$ cat src/rtl/svm_pkg.sv
// Shared definitions for the SVM score collector: default geometry, score width,
// FSM encoding and the layout of the buffered result record.
package svm_pkg;

   localparam int unsigned WINCOLS_DEF = 8;
   localparam int unsigned WPI_DEF     = 40;
   localparam int unsigned NROWS_DEF   = 64;

   localparam logic [0:0] IDLE = 1'b0;
   localparam logic [0:0] ACC  = 1'b1;

   // Full-precision window score: 32-bit partials summed over wincols, plus the bias term.
   function automatic int unsigned score_width(input int unsigned wincols);
      return 32 + $clog2(wincols) + 1;
   endfunction

   // Record packs {score, detect, win, row} from MSB to LSB.
   function automatic int unsigned rec_det_bit(input int unsigned widx, input int unsigned ridx);
      return widx + ridx;
   endfunction

   function automatic int unsigned rec_score_lsb(input int unsigned widx, input int unsigned ridx);
      return widx + ridx + 1;
   endfunction

   function automatic int unsigned rec_width(input int unsigned swidth, input int unsigned widx,
                                             input int unsigned ridx);
      return swidth + widx + ridx + 1;
   endfunction

endpackage

$ cat src/rtl/svm_score_collect_if.sv
// Result stream from the score collector to the detection/bbox stage (valid/ready).
interface svm_score_collect_if #(
   parameter int unsigned SWIDTH = 36,
   parameter int unsigned WIDX   = 6,
   parameter int unsigned RIDX   = 6
);
   logic                     out_valid;
   logic                     out_ready;
   logic signed [SWIDTH-1:0] out_score;
   logic                     out_detect;
   logic [WIDX-1:0]          out_win;
   logic [RIDX-1:0]          out_row;

   modport master (output out_valid, out_score, out_detect, out_win, out_row,
                   input  out_ready);
   modport slave  (input  out_valid, out_score, out_detect, out_win, out_row,
                   output out_ready);
endinterface

$ cat src/rtl/svm_score_collect_fifo.sv
// Synchronous first-word-fall-through FIFO for result records; a push into a full
// FIFO is accepted only when a pop frees a slot in the same cycle.
module svm_result_fifo #(
   parameter int unsigned DW    = 44,
   parameter int unsigned DEPTH = 16
) (
   input  logic          clk,
   input  logic          reset_n,
   input  logic          clr_i,
   input  logic          push_i,
   input  logic [DW-1:0] wdata_i,
   input  logic          pop_i,
   output logic [DW-1:0] rdata_o,
   output logic          full_o,
   output logic          empty_o
);
   localparam int unsigned AW = $clog2(DEPTH);

   logic [DW-1:0] mem_q [DEPTH];
   logic [AW:0]   wptr_q, wptr_d;
   logic [AW:0]   rptr_q, rptr_d;
   logic          do_push, do_pop;

   always_comb begin
      empty_o = (wptr_q == rptr_q);
      full_o  = (wptr_q[AW] != rptr_q[AW]) && (wptr_q[AW-1:0] == rptr_q[AW-1:0]);
      do_pop  = pop_i & ~empty_o;
      do_push = push_i & (~full_o | do_pop);
      rdata_o = mem_q[rptr_q[AW-1:0]];
      wptr_d  = do_push ? wptr_q + 1'b1 : wptr_q;
      rptr_d  = do_pop  ? rptr_q + 1'b1 : rptr_q;
   end

   always_ff @(posedge clk) begin
      if (do_push) mem_q[wptr_q[AW-1:0]] <= wdata_i;
   end

   always_ff @(posedge clk or negedge reset_n) begin
      if (!reset_n) begin
         wptr_q <= '0;
         rptr_q <= '0;
      end else if (clr_i) begin
         wptr_q <= '0;
         rptr_q <= '0;
      end else begin
         wptr_q <= wptr_d;
         rptr_q <= rptr_d;
      end
   end
endmodule

$ cat src/rtl/svm_score_collect.sv
// Sums WINCOLS partial words per window from the row download bus, adds bias,
// thresholds, tags with window/row and queues results toward the detection stage.
module svm_score_collect
   import svm_pkg::*;
#(
   parameter  int unsigned WINCOLS = WINCOLS_DEF,
   parameter  int unsigned WPI     = WPI_DEF,
   parameter  int unsigned NROWS   = NROWS_DEF,
   parameter  int unsigned BWIDTH  = 32,
   parameter  int unsigned FDEPTH  = 16,
   localparam int unsigned SWIDTH  = score_width(WINCOLS),
   localparam int unsigned WIDX    = $clog2(WPI),
   localparam int unsigned RIDX    = $clog2(NROWS)
) (
   input  logic                     clk,
   input  logic                     reset_n,
   input  logic                     clr,
   input  logic                     dvo,
   input  logic signed [31:0]       svm_data,
   input  logic signed [BWIDTH-1:0] bias,
   input  logic signed [SWIDTH-1:0] threshold,
   svm_score_collect_if.master      res,
   output logic                     frame_end,
   output logic                     frag_err,
   output logic                     count_err,
   output logic                     ovf_err
);
   localparam int unsigned CW     = (WINCOLS > 1) ? $clog2(WINCOLS) : 1;
   localparam int unsigned NW     = $clog2(WPI + 2);
   localparam int unsigned RW     = rec_width(SWIDTH, WIDX, RIDX);
   localparam int unsigned DETB   = rec_det_bit(WIDX, RIDX);
   localparam int unsigned SC_LSB = rec_score_lsb(WIDX, RIDX);

   logic [0:0]               state_q, state_d;
   logic [CW-1:0]            col_q, col_d;
   logic [WIDX-1:0]          win_q, win_d;
   logic [NW-1:0]            nwin_q, nwin_d;
   logic [RIDX-1:0]          row_q, row_d;
   logic signed [SWIDTH-1:0] acc_q, acc_d;
   logic                     s_vld_q, s_vld_d;
   logic signed [SWIDTH-1:0] s_score_q, s_score_d;
   logic [WIDX-1:0]          s_win_q, s_win_d;
   logic [RIDX-1:0]          s_row_q, s_row_d;
   logic                     frame_q, frame_d;
   logic                     frag_q, frag_d;
   logic                     cnt_q, cnt_d;
   logic                     ovf_q, ovf_d;

   logic signed [SWIDTH-1:0] data_ext, bias_ext, acc_sum;
   logic                     win_last, row_last;
   logic [RW-1:0]            fifo_wdata, fifo_rdata;
   logic                     fifo_full, fifo_empty, fifo_pop;

   always_comb begin
      data_ext = SWIDTH'(svm_data);
      bias_ext = SWIDTH'(bias);
      acc_sum  = ((col_q == '0) ? '0 : acc_q) + data_ext;
      win_last = (col_q == CW'(WINCOLS - 1));
      row_last = (row_q == RIDX'(NROWS - 1));
   end

   always_comb begin
      state_d   = state_q;
      col_d     = col_q;
      win_d     = win_q;
      nwin_d    = nwin_q;
      row_d     = row_q;
      acc_d     = acc_q;
      s_vld_d   = 1'b0;
      s_score_d = s_score_q;
      s_win_d   = s_win_q;
      s_row_d   = s_row_q;
      frame_d   = 1'b0;
      frag_d    = frag_q;
      cnt_d     = cnt_q;
      ovf_d     = ovf_q | (s_vld_q & fifo_full & ~fifo_pop);
      // IDLE and ACC accept a word identically; only a dvo drop in ACC ends the burst.
      if (dvo) begin
         state_d = ACC;
         acc_d   = acc_sum;
         if (win_last) begin
            col_d     = '0;
            s_vld_d   = 1'b1;
            s_score_d = acc_sum + bias_ext;
            s_win_d   = win_q;
            s_row_d   = row_q;
            if (win_q != WIDX'(WPI - 1)) win_d = win_q + 1'b1;
            if (nwin_q != NW'(WPI + 1)) nwin_d = nwin_q + 1'b1;
         end else begin
            col_d = col_q + 1'b1;
         end
      end else if (state_q == ACC) begin
         state_d = IDLE;
         col_d   = '0;
         win_d   = '0;
         nwin_d  = '0;
         if (col_q != '0) frag_d = 1'b1;
         if (nwin_q != NW'(WPI)) cnt_d = 1'b1;
         row_d   = row_last ? '0 : row_q + 1'b1;
         frame_d = row_last;
      end
   end

   always_ff @(posedge clk or negedge reset_n) begin
      if (!reset_n) begin
         state_q   <= IDLE;
         col_q     <= '0;
         win_q     <= '0;
         nwin_q    <= '0;
         row_q     <= '0;
         acc_q     <= '0;
         s_vld_q   <= 1'b0;
         s_score_q <= '0;
         s_win_q   <= '0;
         s_row_q   <= '0;
         frame_q   <= 1'b0;
         frag_q    <= 1'b0;
         cnt_q     <= 1'b0;
         ovf_q     <= 1'b0;
      end else if (clr) begin
         state_q   <= IDLE;
         col_q     <= '0;
         win_q     <= '0;
         nwin_q    <= '0;
         row_q     <= '0;
         acc_q     <= '0;
         s_vld_q   <= 1'b0;
         s_score_q <= '0;
         s_win_q   <= '0;
         s_row_q   <= '0;
         frame_q   <= 1'b0;
         frag_q    <= 1'b0;
         cnt_q     <= 1'b0;
         ovf_q     <= 1'b0;
      end else begin
         state_q   <= state_d;
         col_q     <= col_d;
         win_q     <= win_d;
         nwin_q    <= nwin_d;
         row_q     <= row_d;
         acc_q     <= acc_d;
         s_vld_q   <= s_vld_d;
         s_score_q <= s_score_d;
         s_win_q   <= s_win_d;
         s_row_q   <= s_row_d;
         frame_q   <= frame_d;
         frag_q    <= frag_d;
         cnt_q     <= cnt_d;
         ovf_q     <= ovf_d;
      end
   end

   // Threshold is compared in the push cycle so it is sampled one cycle after bias.
   always_comb begin
      fifo_wdata = {s_score_q, (s_score_q > threshold), s_win_q, s_row_q};
      fifo_pop   = res.out_ready & ~fifo_empty;
   end

   svm_result_fifo #(
      .DW    (RW),
      .DEPTH (FDEPTH)
   ) u_fifo (
      .clk     (clk),
      .reset_n (reset_n),
      .clr_i   (clr),
      .push_i  (s_vld_q),
      .wdata_i (fifo_wdata),
      .pop_i   (fifo_pop),
      .rdata_o (fifo_rdata),
      .full_o  (fifo_full),
      .empty_o (fifo_empty)
   );

   always_comb begin
      res.out_valid  = ~fifo_empty;
      res.out_score  = fifo_empty ? '0 : $signed(fifo_rdata[SC_LSB +: SWIDTH]);
      res.out_detect = fifo_empty ? 1'b0 : fifo_rdata[DETB];
      res.out_win    = fifo_empty ? '0 : fifo_rdata[RIDX +: WIDX];
      res.out_row    = fifo_empty ? '0 : fifo_rdata[RIDX-1:0];
      frame_end      = frame_q;
      frag_err       = frag_q;
      count_err      = cnt_q;
      ovf_err        = ovf_q;
   end
endmodule
$ cat src/flat_wrapper.sv
// flat-port wrapper written by rule: the top's interface ports become plain ports
module svm_score_collect_flat import svm_pkg::*;
#(
   parameter  int unsigned WINCOLS = WINCOLS_DEF,
   parameter  int unsigned WPI     = WPI_DEF,
   parameter  int unsigned NROWS   = NROWS_DEF,
   parameter  int unsigned BWIDTH  = 32,
   parameter  int unsigned FDEPTH  = 16,
   localparam int unsigned SWIDTH  = score_width(WINCOLS),
   localparam int unsigned WIDX    = $clog2(WPI),
   localparam int unsigned RIDX    = $clog2(NROWS)
)
  (clk, reset_n, clr, dvo, svm_data, bias, threshold, frame_end, frag_err, count_err, ovf_err, res_out_valid, res_out_score, res_out_detect, res_out_win, res_out_row, res_out_ready);
  svm_score_collect_if res_i ();
  input  logic clk;
  input  logic reset_n;
  input  logic clr;
  input  logic dvo;
  input  logic signed [31:0] svm_data;
  input  logic signed [BWIDTH-1:0] bias;
  input  logic signed [SWIDTH-1:0] threshold;
  output logic frame_end;
  output logic frag_err;
  output logic count_err;
  output logic ovf_err;
  output wire logic [$bits(res_i.out_valid)-1:0] res_out_valid;
  output wire logic [$bits(res_i.out_score)-1:0] res_out_score;
  output wire logic [$bits(res_i.out_detect)-1:0] res_out_detect;
  output wire logic [$bits(res_i.out_win)-1:0] res_out_win;
  output wire logic [$bits(res_i.out_row)-1:0] res_out_row;
  input wire logic [$bits(res_i.out_ready)-1:0] res_out_ready;
  assign res_out_valid = res_i.out_valid;
  assign res_out_score = res_i.out_score;
  assign res_out_detect = res_i.out_detect;
  assign res_out_win = res_i.out_win;
  assign res_out_row = res_i.out_row;
  assign res_i.out_ready = res_out_ready;
  svm_score_collect #(.WINCOLS(WINCOLS), .WPI(WPI), .NROWS(NROWS), .BWIDTH(BWIDTH), .FDEPTH(FDEPTH)) u_core (.clk(clk), .reset_n(reset_n), .clr(clr), .dvo(dvo), .svm_data(svm_data), .bias(bias), .threshold(threshold), .res(res_i), .frame_end(frame_end), .frag_err(frag_err), .count_err(count_err), .ovf_err(ovf_err));
endmodule
$ cat config.mk
export PLATFORM = sky130hd
export DESIGN_NAME = svm_score_collect_flat
export DESIGN_NICKNAME = d
export VERILOG_FILES = /design/src/rtl/svm_pkg.sv /design/src/rtl/svm_score_collect_if.sv /design/src/rtl/svm_score_collect_fifo.sv /design/src/rtl/svm_score_collect.sv /design/src/flat_wrapper.sv
export SDC_FILE = /design/constraint.sdc
export NUM_CORES = 1
export LEC_CHECK = 0
export CAP_MARGIN = 20
export CORE_UTILIZATION = 25
export DETAILED_ROUTE_END_ITERATION = 6
export PLACE_DENSITY_LB_ADDON = 0.12
export SLEW_MARGIN = 30
export SYNTH_ARGS = -nofsm -noshare
export SYNTH_HDL_FRONTEND = slang
export SYNTH_HIERARCHICAL = 1
export SYNTH_SLANG_ARGS = --single-unit
$ cat constraint.sdc
create_clock -name clk -period 16.4 [get_ports clk]
set_clock_uncertainty 0.1 [all_clocks]
set_input_delay 1.64 -clock clk [delete_from_list [all_inputs] [get_ports clk]]
set_output_delay 1.64 -clock clk [all_outputs]
set_load 0.01 [all_outputs]
==> summary.md <==
| Metric | Value |
|---|---|
| Yosys warning count | `6` |
| Share of the clock period used by the worst path | `around two fifths` |
| Layout cells sized above 1 | `approximately 16%` |
| CTS-repair resized insts | `0` |
| Status | `finished clean` |
| IO Port Bufs | `about 160` |
| Worst-path fanout max | `63` |
| Worst Setup End Kind | `output port` |
| Crit path max-delay family | `buffers and inverters` |
| Post-route cell area | `0.0473 mm2` |
| Total power draw | `about 4.9 mW` |
| CP Cell Sequence | `buf_4 -> buf_4 -> mux4_2 -> mux2i_1 -> a21oi_1 -> nor2b_1 -> clkdlybuf4s50_1` |
| Placed Area | `~0.044 mm2` |
| Asr flop ratio synth | `13.4%` |
| CTS root buf | `clkbuf_16` |
| Die H | `~400 um` |
| Clk sinks | `about 910` |
| Slowest cell on crit path | `dfrtp_4` |
| Worst Max-Slew Pin Slew | `slightly below 1000 ps` |
| Core Rows | `approximately 150` |
| CP required | `around 15000 ps` |
| Mapped Area | `0.0400 mm2` |
| DR iter-0 viols | `approximately 1500` |
| Hold WS | `roughly 400 ps` |
| Register area | `approximately 0.027 mm2` |
| PD cells | `between 100 and 150 mW/mm2` |
| CP max stage delay | `940 ps` |
| Synthesis-stage register bit count | `slightly above 900` |
| Largest net degree at the start of global routing | `115` |
| Min Tclk post-route | `between 6000 and 7000 ps` |
| Total CTS buffers | `100` |
| DR vias | `approximately 23000` |
| Post-synth EDFFs | `about 780` |
| Unrepaired setup endpoints after global routing | `no` |
| Worst path bufs/invs | `3` |
| Area occupied by multi-input gates | `0.0127 mm2` |
| # hold bufs at CTS | `0` |
| Inst Count DP | `roughly 4600` |
| H-tree Lvls | `3` |
| Routed vias/inst | `4.72` |
| Critical path type | `flip-flop to output port` |
| Vias in the first global route | `approximately 24000` |
| FMAX | `around 150 MHz` |
| Post-DRT Antenna Nets | `0` |
| Final worst slack | `~9500 ps` |
| First-pass GRT wire length | `173000 um` |
| Fin util | `29.8%` |
| Main synth FF type | `edfxtp_1` |
| Drt total wl | `120000 um` |
| Slew Viols, Final | `0` |
| Total negative slack | `0 ps` |
| Final routed DRC violation total | `0` |
| IO Pins | `159` |
| Maximum vdd ir drop | `0.0741 mV` |
| Clock buffer depth | `3` |
| Area delta synth->final | `18.2%` |
| All-Layer GR Usage | `between 10 and 15%` |
| Core box area | `around 0.16 mm2` |
| Fill cell count | `between 15000 and 20000` |
| Mean Syn Cell Area | `16.4 um2` |
| Initial Util | `25.2%` |
| GRT overflow | `0` |
| GPL Wtd Cong | `between 0.7 and 0.8` |
| Number of antenna violations at the first check in global routing | `6` |
| Final HPWL DP | `70600 um` |
| TritonRoute pass-1 iters | `5` |
| CTS tree | `yes` |
| Leak | `14.9 nW` |
| Final hold violations | `0` |
| Mapped Cells | `about 2400` |
| Postcts setup bufs | `0` |
| Post-synth cell types | `82` |
| Layout Nets | `between 2000 and 3000` |
| Slew headroom | `around 34%` |
| Hold/Removal Path Class | `flip-flop to flip-flop` |
| Clock-pin slew on the worst setup and hold paths | `roughly 60 ps` |
| Layout Cells excl Fill | `roughly 4800` |
| WL/cell | `around 25 um` |
| Synthesized Nets | `roughly 2700` |
| CP startpoint kind | `flip-flop` |
| Seq/Total Area, Yosys | `about two thirds` |
| Data arrival, critical path | `approximately 5100 ps` |
| Die area | `between 0.15 and 0.2 mm2` |
| Die X | `around 400 um` |
| Skew-Pair Late Insertion Delay | `between 700 and 800 ps` |
| # setup viols final | `0` |
| CP most frequent cell | `buf_4` |
| Pre-CTS setup slack | `~9500 ps` |
| Number of max-cap violations | `0` |
[metal layers]
layer	share of wire [%]	track usage, %	up-vias
met2	46	23.7	485
met3	4.2	2.38	141
met4	2.0	3.94	0
met1	47	20.7	11957
li1	-	-	9980
met5	0	0	-
[cell type report]
cell class                 count  area share (%)
multi-input combinational   1348            26.9
antenna                        1         0.00530
timing repair buffer         207            4.33
tap                         2072            5.49
sequential                   905            56.3
inverter                      63           0.500
clock inverter                51           0.924
clock buffer                 132            5.61
[placed cells by master, fill, tap and decap left out, types with 33 or more instances in the layout]
cell type / count
a211oi_1: 56
a21o_1: 62
a21oi_1: 123
and2_1: 40
buf_4: 36
clkbuf_16: 100
clkdlybuf4s50_1: 155
dfrtp_1: 117
edfxtp_1: 784
ha_1: 120
inv_1: 63
mux2i_1: 82
mux4_2: 196
nand2_1: 82
nor2_1: 98
nor2b_1: 112
o21ai_0: 66
xnor2_1: 44
xor2_1: 33
[final timing paths]
kind / from / end / slack [ps] / cells after the start
min in group asynchronous: reset_n / u_core/frame_end / 810 / 1
max in group asynchronous: reset_n / u_core/u_fifo/rptr_q[3] / 14170 / 2
min reg2reg: u_core/acc_q[20] / u_core/acc_q[20] / 400 / 1
min: u_core/acc_q[20] / u_core/acc_q[20] / 400 / 1
max: u_core/u_fifo/rptr_q[1] / res_out_score[28] / 9520 / 7
max reg2reg: u_core/col_q[0] / u_core/s_score_q[34] / 10410 / 24
[worst reg2reg max path, cell delays in order (launching register included)]
cell	delay, ps
dfrtp_1	370
inv_1	70
ha_1	200
nand2b_1	120
buf_4	400
and2_1	230
ha_1	280
a21o_1	190
a21oi_1	150
o21ai_0	90
a221oi_1	490
nand2_1	220
a21o_1	230
a21oi_1	170
xnor2_1	120
ha_1	430
nand4_1	160
nor2_1	310
nand2_1	140
inv_1	80
o2111ai_1	120
a31oi_1	490
a221oi_2	190
or4_1	500
nand3_1	80
[synthesized netlist by cell type (all sizes together) (3+ instances only)]
master / number / area share [%]
or3: 7 / 0.12
o2111ai: 5 / 0.11
nor3: 11 / 0.14
nor2: 99 / 0.93
nor4: 4 / 0.10
o21bai: 7 / 0.13
o211ai: 7 / 0.14
a21boi: 3 / 0.066
dfrtp: 121 / 7.6
a41oi: 3 / 0.066
and3: 22 / 0.35
mux4: 196 / 11
buf: 51 / 0.73
o21a: 10 / 0.19
inv: 63 / 0.59
xnor2: 45 / 1.0
a211oi: 58 / 1.1
xor2: 33 / 0.72
nand3: 19 / 0.24
o21ai: 70 / 0.89
a22o: 16 / 0.35
a21oi: 126 / 1.6
nor2b: 113 / 1.8
nor3b: 3 / 0.056
ha: 120 / 3.8
and2: 41 / 0.64
or2: 3 / 0.047
o31ai: 7 / 0.17
a31oi: 12 / 0.20
clkbuf: 69 / 0.65
nand4: 29 / 0.45
mux2i: 82 / 2.1
edfxtp: 784 / 59
a21o: 64 / 1.2
nand2b: 11 / 0.17
nand2: 82 / 0.77
a221oi: 4 / 0.10
[power breakdown]
| part | switching, mW | internal (mW) | total [mW] |
|---|---|---|---|
| Sequential | 0.00545 | 2.48 | 2.48 |
| Clock | 0.937 | 1.22 | 2.15 |
| Combinational | 0.177 | 0.117 | 0.294 |
| Total | 1.12 | 3.81 | 4.93 |
[cells by family (layout without fill, tap and decap cells)]
logic type                 Yosys count  in the layout  share of synthesized area (%)
other                                0              1                              0
adders and majority gates          122            122                           3.85
muxes                              279            279                           13.1
buffers and inverters              183            453                           1.96
DFF                                905            905                           66.4
xor gates and xnor gates            79             79                           1.78
AOI/OAI and AO/OA                  414            414                           6.84
and+or+nand+nor                    454            454                           6.00
[registers in the layout, indices dropped and copies added, names as in the netlist]
signal / cells
u_core/u_fifo/rptr_q: 5
u_core/acc_q: 36
u_core/s_score_q: 36
u_core/u_fifo/mem_q: 784
u_core/ovf_err: 1
u_core/s_vld_q: 1
u_core/u_fifo/wptr_q: 5
u_core/s_win_q: 6
u_core/row_q: 6
u_core/col_q: 3
u_core/nwin_q: 6
u_core/state_q: 1
u_core/win_q: 6
u_core/frag_err: 1
u_core/count_err: 1
u_core/frame_end: 1
u_core/s_row_q: 6
Power figures use the tool's default switching activity.
